**src/rtl/accel_pkg.sv**
```systemverilog
// Shared definitions for the accelerometer sequencer.
// Holds the SPI opcodes, register addresses, the measure-mode value,
// the sequencer state encoding and the per-window byte table.
package accel_pkg;

    localparam logic [7:0] OP_WRITE          = 8'h0A;
    localparam logic [7:0] OP_READ           = 8'h0B;
    localparam logic [7:0] REG_POWER_CTL     = 8'h2D;
    localparam logic [7:0] REG_DATAY0        = 8'h10;
    localparam logic [7:0] POWER_CTL_MEASURE = 8'h02;

    typedef enum logic [2:0] {
        ST_INIT_WR,
        ST_GAP,
        ST_WAIT,
        ST_READ,
        ST_UPDATE
    } state_t;

    // Byte idx of a CS-low window. Read bytes 2..5 are dummies that clock
    // out YL, YH, ZL, ZH from the accelerometer.
    function automatic logic [7:0] seq_byte(input logic is_read, input logic [2:0] idx);
        logic [7:0] b;
        b = 8'h00;
        if (is_read) begin
            if (idx == 3'd0)      b = OP_READ;
            else if (idx == 3'd1) b = REG_DATAY0;
        end else begin
            case (idx)
                3'd0:    b = OP_WRITE;
                3'd1:    b = REG_POWER_CTL;
                3'd2:    b = POWER_CTL_MEASURE;
                default: b = 8'h00;
            endcase
        end
        return b;
    endfunction

endpackage

```
**src/rtl/accel_sequencer_spi_byte_engine.sv**
```systemverilog
// spi_byte_engine: shifts one SPI mode-0 byte per start pulse, MSB first.
// Ports: clk, reset (sync, active low), start/tx_byte (load a byte; MOSI
// shows its MSB from the next edge), MISO (sampled on SCLK rise),
// rx_byte (received byte), done (high in the cycle before the final SCLK
// fall; a start in that cycle chains the next byte with no gap),
// SCLK, MOSI.
module spi_byte_engine #(
    parameter int CLK_DIV = 50
) (
    input  logic       clk,
    input  logic       reset,
    input  logic       start,
    input  logic [7:0] tx_byte,
    input  logic       MISO,
    output logic [7:0] rx_byte,
    output logic       done,
    output logic       SCLK,
    output logic       MOSI
);

    localparam int DIV_W = (CLK_DIV > 1) ? $clog2(CLK_DIV) : 1;
    localparam logic [DIV_W-1:0] DIV_LAST = DIV_W'(CLK_DIV - 1);

    logic             active_reg, active_next;
    logic [DIV_W-1:0] div_cnt_reg, div_cnt_next;
    logic [3:0]       edge_cnt_reg, edge_cnt_next;   // SCLK edges already issued
    logic             sclk_reg, sclk_next;
    logic [7:0]       tx_sh_reg, tx_sh_next;
    logic [7:0]       rx_sh_reg, rx_sh_next;

    assign done    = active_reg && (edge_cnt_reg == 4'd15) && (div_cnt_reg == DIV_LAST);
    assign rx_byte = rx_sh_reg;
    assign SCLK    = sclk_reg;
    assign MOSI    = tx_sh_reg[7];

    always_comb begin
        active_next   = active_reg;
        div_cnt_next  = div_cnt_reg;
        edge_cnt_next = edge_cnt_reg;
        sclk_next     = sclk_reg;
        tx_sh_next    = tx_sh_reg;
        rx_sh_next    = rx_sh_reg;
        if (start) begin
            // Also covers the final fall of a previous byte when chained.
            active_next   = 1'b1;
            div_cnt_next  = '0;
            edge_cnt_next = '0;
            sclk_next     = 1'b0;
            tx_sh_next    = tx_byte;
        end else if (active_reg) begin
            if (div_cnt_reg == DIV_LAST) begin
                div_cnt_next  = '0;
                edge_cnt_next = edge_cnt_reg + 4'd1;
                if (!edge_cnt_reg[0]) begin
                    sclk_next  = 1'b1;
                    rx_sh_next = {rx_sh_reg[6:0], MISO};
                end else begin
                    sclk_next  = 1'b0;
                    tx_sh_next = {tx_sh_reg[6:0], 1'b0};
                    if (edge_cnt_reg == 4'd15) begin
                        active_next = 1'b0;
                        tx_sh_next  = 8'h00;
                    end
                end
            end else begin
                div_cnt_next = div_cnt_reg + DIV_W'(1);
            end
        end
    end

    always_ff @(posedge clk) begin
        if (!reset) begin
            active_reg   <= 1'b0;
            div_cnt_reg  <= '0;
            edge_cnt_reg <= '0;
            sclk_reg     <= 1'b0;
            tx_sh_reg    <= '0;
            rx_sh_reg    <= '0;
        end else begin
            active_reg   <= active_next;
            div_cnt_reg  <= div_cnt_next;
            edge_cnt_reg <= edge_cnt_next;
            sclk_reg     <= sclk_next;
            tx_sh_reg    <= tx_sh_next;
            rx_sh_reg    <= rx_sh_next;
        end
    end

endmodule

```
**src/rtl/accel_sequencer.sv**
```systemverilog
// accel_sequencer: configures an SPI accelerometer into measure mode, then
// periodically reads the Y and Z axes.
// Ports: clk, reset (sync, active low), enable (permits sampling), MISO,
// MOSI, SCLK, CS (active low), Y_value/Z_value (last samples), valid
// (one-cycle update pulse), init_done, busy (CS low).
module accel_sequencer
    import accel_pkg::*;
#(
    parameter int CLK_DIV       = 50,
    parameter int SAMPLE_PERIOD = 1000000,
    parameter int CS_GAP        = 10
) (
    input  logic        clk,
    input  logic        reset,
    input  logic        enable,
    input  logic        MISO,
    output logic        MOSI,
    output logic        SCLK,
    output logic        CS,
    output logic [15:0] Y_value,
    output logic [15:0] Z_value,
    output logic        valid,
    output logic        init_done,
    output logic        busy
);

    localparam int DIV_W = (CLK_DIV > 1) ? $clog2(CLK_DIV) : 1;
    localparam int PER_W = $clog2(SAMPLE_PERIOD + 1);
    localparam int GAP_W = $clog2(CS_GAP + 1);
    localparam logic [DIV_W-1:0] DIV_LAST = DIV_W'(CLK_DIV - 1);
    localparam logic [PER_W-1:0] PER_LAST = PER_W'(SAMPLE_PERIOD - 1);
    localparam logic [GAP_W-1:0] GAP_LAST = GAP_W'(CS_GAP - 1);

    state_t           state_reg, state_next;
    logic [2:0]       byte_cnt_reg, byte_cnt_next;
    logic             tail_reg, tail_next;        // last byte shifted, CS still low
    logic [DIV_W-1:0] tail_cnt_reg, tail_cnt_next;
    logic [GAP_W-1:0] gap_cnt_reg, gap_cnt_next;
    logic [PER_W-1:0] period_cnt_reg, period_cnt_next;
    logic             cs_reg, cs_next;
    logic [7:0]       cap_reg [4];                // YL, YH, ZL, ZH
    logic [7:0]       cap_next [4];
    logic [15:0]      y_reg, y_next, z_reg, z_next;
    logic             valid_reg, valid_next;
    logic             init_done_reg, init_done_next;

    logic       eng_start, eng_done;
    logic [7:0] eng_tx, eng_rx;
    logic       is_read;
    logic [2:0] last_idx;
    logic [1:0] cap_idx;

    assign is_read  = (state_reg == ST_READ);
    assign last_idx = is_read ? 3'd5 : 3'd2;
    assign cap_idx  = 2'(byte_cnt_reg - 3'd2);

    spi_byte_engine #(.CLK_DIV(CLK_DIV)) u_engine (
        .clk     (clk),
        .reset   (reset),
        .start   (eng_start),
        .tx_byte (eng_tx),
        .MISO    (MISO),
        .rx_byte (eng_rx),
        .done    (eng_done),
        .SCLK    (SCLK),
        .MOSI    (MOSI)
    );

    always_comb begin
        state_next     = state_reg;
        byte_cnt_next  = byte_cnt_reg;
        tail_next      = tail_reg;
        tail_cnt_next  = tail_cnt_reg;
        gap_cnt_next   = gap_cnt_reg;
        cs_next        = cs_reg;
        y_next         = y_reg;
        z_next         = z_reg;
        valid_next     = 1'b0;
        init_done_next = init_done_reg;
        eng_start      = 1'b0;
        eng_tx         = 8'h00;
        for (int i = 0; i < 4; i++) cap_next[i] = cap_reg[i];
        // Saturates, so an expiry is remembered but never counted twice.
        period_cnt_next = (period_cnt_reg == PER_LAST) ? period_cnt_reg
                                                       : period_cnt_reg + PER_W'(1);
        case (state_reg)
            ST_INIT_WR, ST_READ: begin
                if (cs_reg) begin
                    // Only reachable right after reset: open the init window.
                    eng_start     = 1'b1;
                    eng_tx        = seq_byte(is_read, 3'd0);
                    cs_next       = 1'b0;
                    byte_cnt_next = 3'd0;
                    tail_next     = 1'b0;
                end else if (tail_reg) begin
                    if (tail_cnt_reg == DIV_LAST) begin
                        cs_next = 1'b1;
                        if (is_read) begin
                            state_next = ST_UPDATE;
                            y_next     = {cap_reg[1], cap_reg[0]};
                            z_next     = {cap_reg[3], cap_reg[2]};
                            valid_next = 1'b1;
                        end else begin
                            state_next     = ST_GAP;
                            gap_cnt_next   = '0;
                            init_done_next = 1'b1;
                        end
                    end else begin
                        tail_cnt_next = tail_cnt_reg + DIV_W'(1);
                    end
                end else if (eng_done) begin
                    if (is_read && byte_cnt_reg >= 3'd2) cap_next[cap_idx] = eng_rx;
                    if (byte_cnt_reg == last_idx) begin
                        tail_next     = 1'b1;
                        tail_cnt_next = '0;
                    end else begin
                        eng_start     = 1'b1;
                        eng_tx        = seq_byte(is_read, byte_cnt_reg + 3'd1);
                        byte_cnt_next = byte_cnt_reg + 3'd1;
                    end
                end
            end
            ST_UPDATE: begin
                state_next   = ST_GAP;
                gap_cnt_next = '0;
            end
            ST_GAP: begin
                if (gap_cnt_reg == GAP_LAST) state_next = ST_WAIT;
                else gap_cnt_next = gap_cnt_reg + GAP_W'(1);
            end
            ST_WAIT: begin
                if (enable && period_cnt_reg == PER_LAST) begin
                    state_next      = ST_READ;
                    eng_start       = 1'b1;
                    eng_tx          = seq_byte(1'b1, 3'd0);
                    cs_next         = 1'b0;
                    byte_cnt_next   = 3'd0;
                    tail_next       = 1'b0;
                    period_cnt_next = '0;
                end
            end
            default: state_next = ST_INIT_WR;
        endcase
    end

    always_ff @(posedge clk) begin
        if (!reset) begin
            state_reg      <= ST_INIT_WR;
            byte_cnt_reg   <= '0;
            tail_reg       <= 1'b0;
            tail_cnt_reg   <= '0;
            gap_cnt_reg    <= '0;
            period_cnt_reg <= '0;
            cs_reg         <= 1'b1;
            y_reg          <= '0;
            z_reg          <= '0;
            valid_reg      <= 1'b0;
            init_done_reg  <= 1'b0;
        end else begin
            state_reg      <= state_next;
            byte_cnt_reg   <= byte_cnt_next;
            tail_reg       <= tail_next;
            tail_cnt_reg   <= tail_cnt_next;
            gap_cnt_reg    <= gap_cnt_next;
            period_cnt_reg <= period_cnt_next;
            cs_reg         <= cs_next;
            y_reg          <= y_next;
            z_reg          <= z_next;
            valid_reg      <= valid_next;
            init_done_reg  <= init_done_next;
        end
    end

    genvar gi;
    generate
        for (gi = 0; gi < 4; gi++) begin : g_cap
            always_ff @(posedge clk) begin
                if (!reset) cap_reg[gi] <= '0;
                else        cap_reg[gi] <= cap_next[gi];
            end
        end
    endgenerate

    assign CS        = cs_reg;
    assign busy      = ~cs_reg;
    assign Y_value   = y_reg;
    assign Z_value   = z_reg;
    assign valid     = valid_reg;
    assign init_done = init_done_reg;

endmodule
```
**config.mk**
```make
export PLATFORM = sky130hd
export DESIGN_NAME = accel_sequencer
export DESIGN_NICKNAME = d
export VERILOG_FILES = /design/src/rtl/accel_pkg.sv /design/src/rtl/accel_sequencer_spi_byte_engine.sv /design/src/rtl/accel_sequencer.sv
export SDC_FILE = /design/constraint.sdc
export NUM_CORES = 1
export LEC_CHECK = 0
export ABC_AREA = 1
export CAP_MARGIN = 5
export CORE_MARGIN = 2
export CORE_UTILIZATION = 41
export CTS_CLUSTER_DIAMETER = 80
export DETAILED_ROUTE_END_ITERATION = 8
export SLEW_MARGIN = 20
export SYNTH_ARGS = -nofsm -noshare
export SYNTH_HDL_FRONTEND = slang
export SYNTH_SLANG_ARGS = --single-unit
```
**constraint.sdc**
```tcl
create_clock -name clk -period 1.8 [get_ports clk]
set_input_delay 0.36 -clock clk [delete_from_list [all_inputs] [get_ports clk]]
set_output_delay 0.36 -clock clk [all_outputs]
set_load 0.01 [all_outputs]
```
==> results.sh <==
export IMPL_timing_critical_path_buf_inv=1
export IMPL_diodes=0
export IMPL_cts_max_path_buffers=2
export IMPL_cp_start_kind="flip-flop"
export IMPL_p_per_area_mw_per_mm2=1011
export IMPL_power_share_combinational_pct=16.4
export IMPL_cpPeakStageDelay_ns=0.56
export IMPL_worst_endpoint_arrival_ns=1.39
export IMPL_die_w_um=123.9
export IMPL_cp_end_kind="output port"
export IMPL_start_util_pct=42.16
export IMPL_grt_max_degree=73
export IMPL_syn_area_mm2=0.005897
export IMPL_regArea_mm2=0.002634
export IMPL_ant_nets=0
export IMPL_final_core_utilization_pct=53.71
export IMPL_crit_slowest_cell="clkdlybuf4s50_1"
export IMPL_internal_power_w=0.005440
export IMPL_cts_htree_levels=4
export IMPL_final_common_cell="dfxtp_1"
export IMPL_max_vdd_ir_drop_mv=0.6464
export IMPL_overflow=0
export IMPL_drive_gt1_share_pct=16.61
export IMPL_routabilityCongestion=0.8731
export IMPL_clock_latency_ns=0.42
export IMPL_cp_required_ns=1.44
export IMPL_cts_tree="done"
export IMPL_pwr_share_seq_pct=41.6
export IMPL_ys_ff_latch=131
export IMPL_drt_iter0_drc=323
export IMPL_antenna_found_initial=0
export IMPL_cap_violations=0
export IMPL_hpwl_um=8936
export IMPL_layout_nets=885
export IMPL_multi_input_area_mm2=0.002869
export IMPL_dp_worst_setup_slack_ns=-0.03669
export IMPL_final_cell_mix="124 x dfxtp_1, 117 x inv_1, 101 x nand2_1"
export IMPL_synthArstFlopShare_pct=0
export IMPL_clockRootBuffer="clkbuf_16"
export IMPL_ys_flop_type="dfxtp_1"
export IMPL_slew_violations=0
export IMPL_syn_avg_cell_area_um2=7.512
export IMPL_ys_warn_count=0
export IMPL_syn2layout_area_growth_pct=27.41
export IMPL_synth_largest_area_cell="dfxtp_1"
export IMPL_rsz0062_at_grt="yes"
export IMPL_setup_viol=0
export IMPL_crit_chain="clkdlybuf4s50_1"
export IMPL_finalPower_w=0.007596
export IMPL_hold_path_class="primary input to flip-flop"
export IMPL_io_pins=42
export IMPL_synth_area_leaders="dfxtp_1 44%, inv_1 7.6%, nand2_1 6.7%"
export IMPL_yosysSeqAreaShare_pct=44.47
export IMPL_dieArea_mm2=0.01536
export IMPL_crit_family="buffers and inverters"
export IMPL_wl_per_cell_um=12.43
export IMPL_switching_share_pct=28.38
export IMPL_cts_hold_buf=0
export IMPL_finalClockSkew_ns=0.007811
export IMPL_cts_buffers=17
export IMPL_worstPathMaxFanout=6
export IMPL_p_clk_share_pct=42.0
export IMPL_clock_sinks=131
export IMPL_route_detailed_drc=0
export IMPL_whs_ns=0.3860
export IMPL_viasPerCell=4.879
export IMPL_synth_nets=802
export IMPL_routed_wl_um=13160
export IMPL_vias=5167
export IMPL_crit_type="flip-flop to output port"
export IMPL_slew_headroom_pct=63.12
export IMPL_drt_pass1_iterations=5
export IMPL_core_area_mm2=0.01399
export IMPL_setup_slack_ns=0.05104
export IMPL_grt_usage_pct=17.87
export IMPL_period_minus_slack_ns=1.749
export IMPL_hold_viol=0
export IMPL_fmax_mhz=571.8
export IMPL_grt_pass1_vias=4751
export IMPL_leakage_nw=2.909
export IMPL_die_h_um=123.9
export IMPL_num_rows=43
export IMPL_syn_inst=785
export IMPL_outcome="complete, no violations"
export IMPL_worst_pin_slew_ns=0.5532
export IMPL_timing_final_crit_share_pct=97.16
export IMPL_io_buffers=41
export IMPL_grt_pass1_wl_um=21650
export IMPL_nFillCells=1318
export IMPL_synth_top_area_share_pct=44.47
export IMPL_clk_pin_slew_worst_paths_ns=0.05
export IMPL_synth_edf_count=0
export IMPL_ys_types=38
export IMPL_p_sw_w=0.002156
export IMPL_largest_register_ffs=32
[final timing paths]
| kind | from | to | slack (ns) | cells after the start |
|---|---|---|---|---|
| max | CS$_SDFFE_PN1P_ | CS | 0.05 | 1 |
| min | reset | CS$_SDFFE_PN1P_ | 0.39 | 3 |
| max reg2reg | state_reg[1]$_SDFFE_PN0P_ | cap_reg[0][6]$_SDFFE_PN0P_ | 0.07 | 6 |
| min reg2reg | cap_reg[2][1]$_SDFFE_PN0P_ | cap_reg[2][1]$_SDFFE_PN0P_ | 0.44 | 2 |
[cell usage after synthesis, types with 2 or more instances]
master	number
xnor2_1	9
nand2_1	106
nand3_4	2
a31oi_1	3
nand3_2	5
a21oi_1	77
nor2_1	104
ha_1	13
nor3_1	11
xor2_1	16
nand4_1	14
dfxtp_1	131
o21ai_1	6
buf_6	5
buf_2	6
nor2_2	3
a22oi_1	2
o21ai_0	67
nand3_1	34
inv_1	119
a21oi_2	3
nand2_4	3
or2_0	2
nor2_4	2
a211oi_1	4
inv_2	4
nor3_2	3
o21ai_2	2
clkbuf_1	14
nand2_2	5
nor3b_1	3
[final cells by class]
class	instances	share of cell area (%)
Timing Repair Buffer	86	10.29
Clock buffer	21	6.128
Sequential cell	131	35.05
Clock inverter	9	1.099
Inverter	124	6.245
Tap cell	180	2.998
Multi-Input combinational cell	508	38.18
[through the flow]
step | TNS [ns] | cells | area, um^2
after floorplan | 0 | 785 | 5897
after global placement | 0 | 1020 | 6711
after detailed placement | -0.2035 | 1020 | 6711
after CTS | 0 | 1051 | 7283
after global routing | -0.5845 | 1059 | 7513
final | 0 | 1059 | 7513
[what timing repair did]
action,CTS,global route
buffers inserted,1,5
gates cloned,0,3
setup endpoints to repair,23,89
resized for setup,6,43
pin swaps,0,15
[layer usage]
layer  GRT usage (%)  vias up  wire length (um)
met4           7.584        0               214
li1                -     2690                 -
met2           28.74      117              6251
met5               0        -                 0
met3           4.533       19               559
met1           22.79     2341              6134
[logic make-up after synthesis]
| family | share of synthesized area, % |
|---|---|
| adder cells (fa/ha/maj) | 2.758 |
| AND/OR/NAND/NOR | 23.95 |
| flip-flops | 44.47 |
| AO/OA/AOI/OAI | 14.68 |
| XOR/XNOR | 3.713 |
| buffers and inverters | 10.25 |
| multiplexers | 0.1698 |
[power by group through the flow]
stage               registers [W]  logic (W)  clock network (W)
floorplan                 0.00318   0.000754                  0
global placement          0.00320    0.00103                  0
detailed placement        0.00321    0.00106                  0
CTS                       0.00315    0.00107            0.00326
global route              0.00318    0.00140            0.00340
finish                    0.00316    0.00125            0.00319
Power figures use the tool's default switching activity.
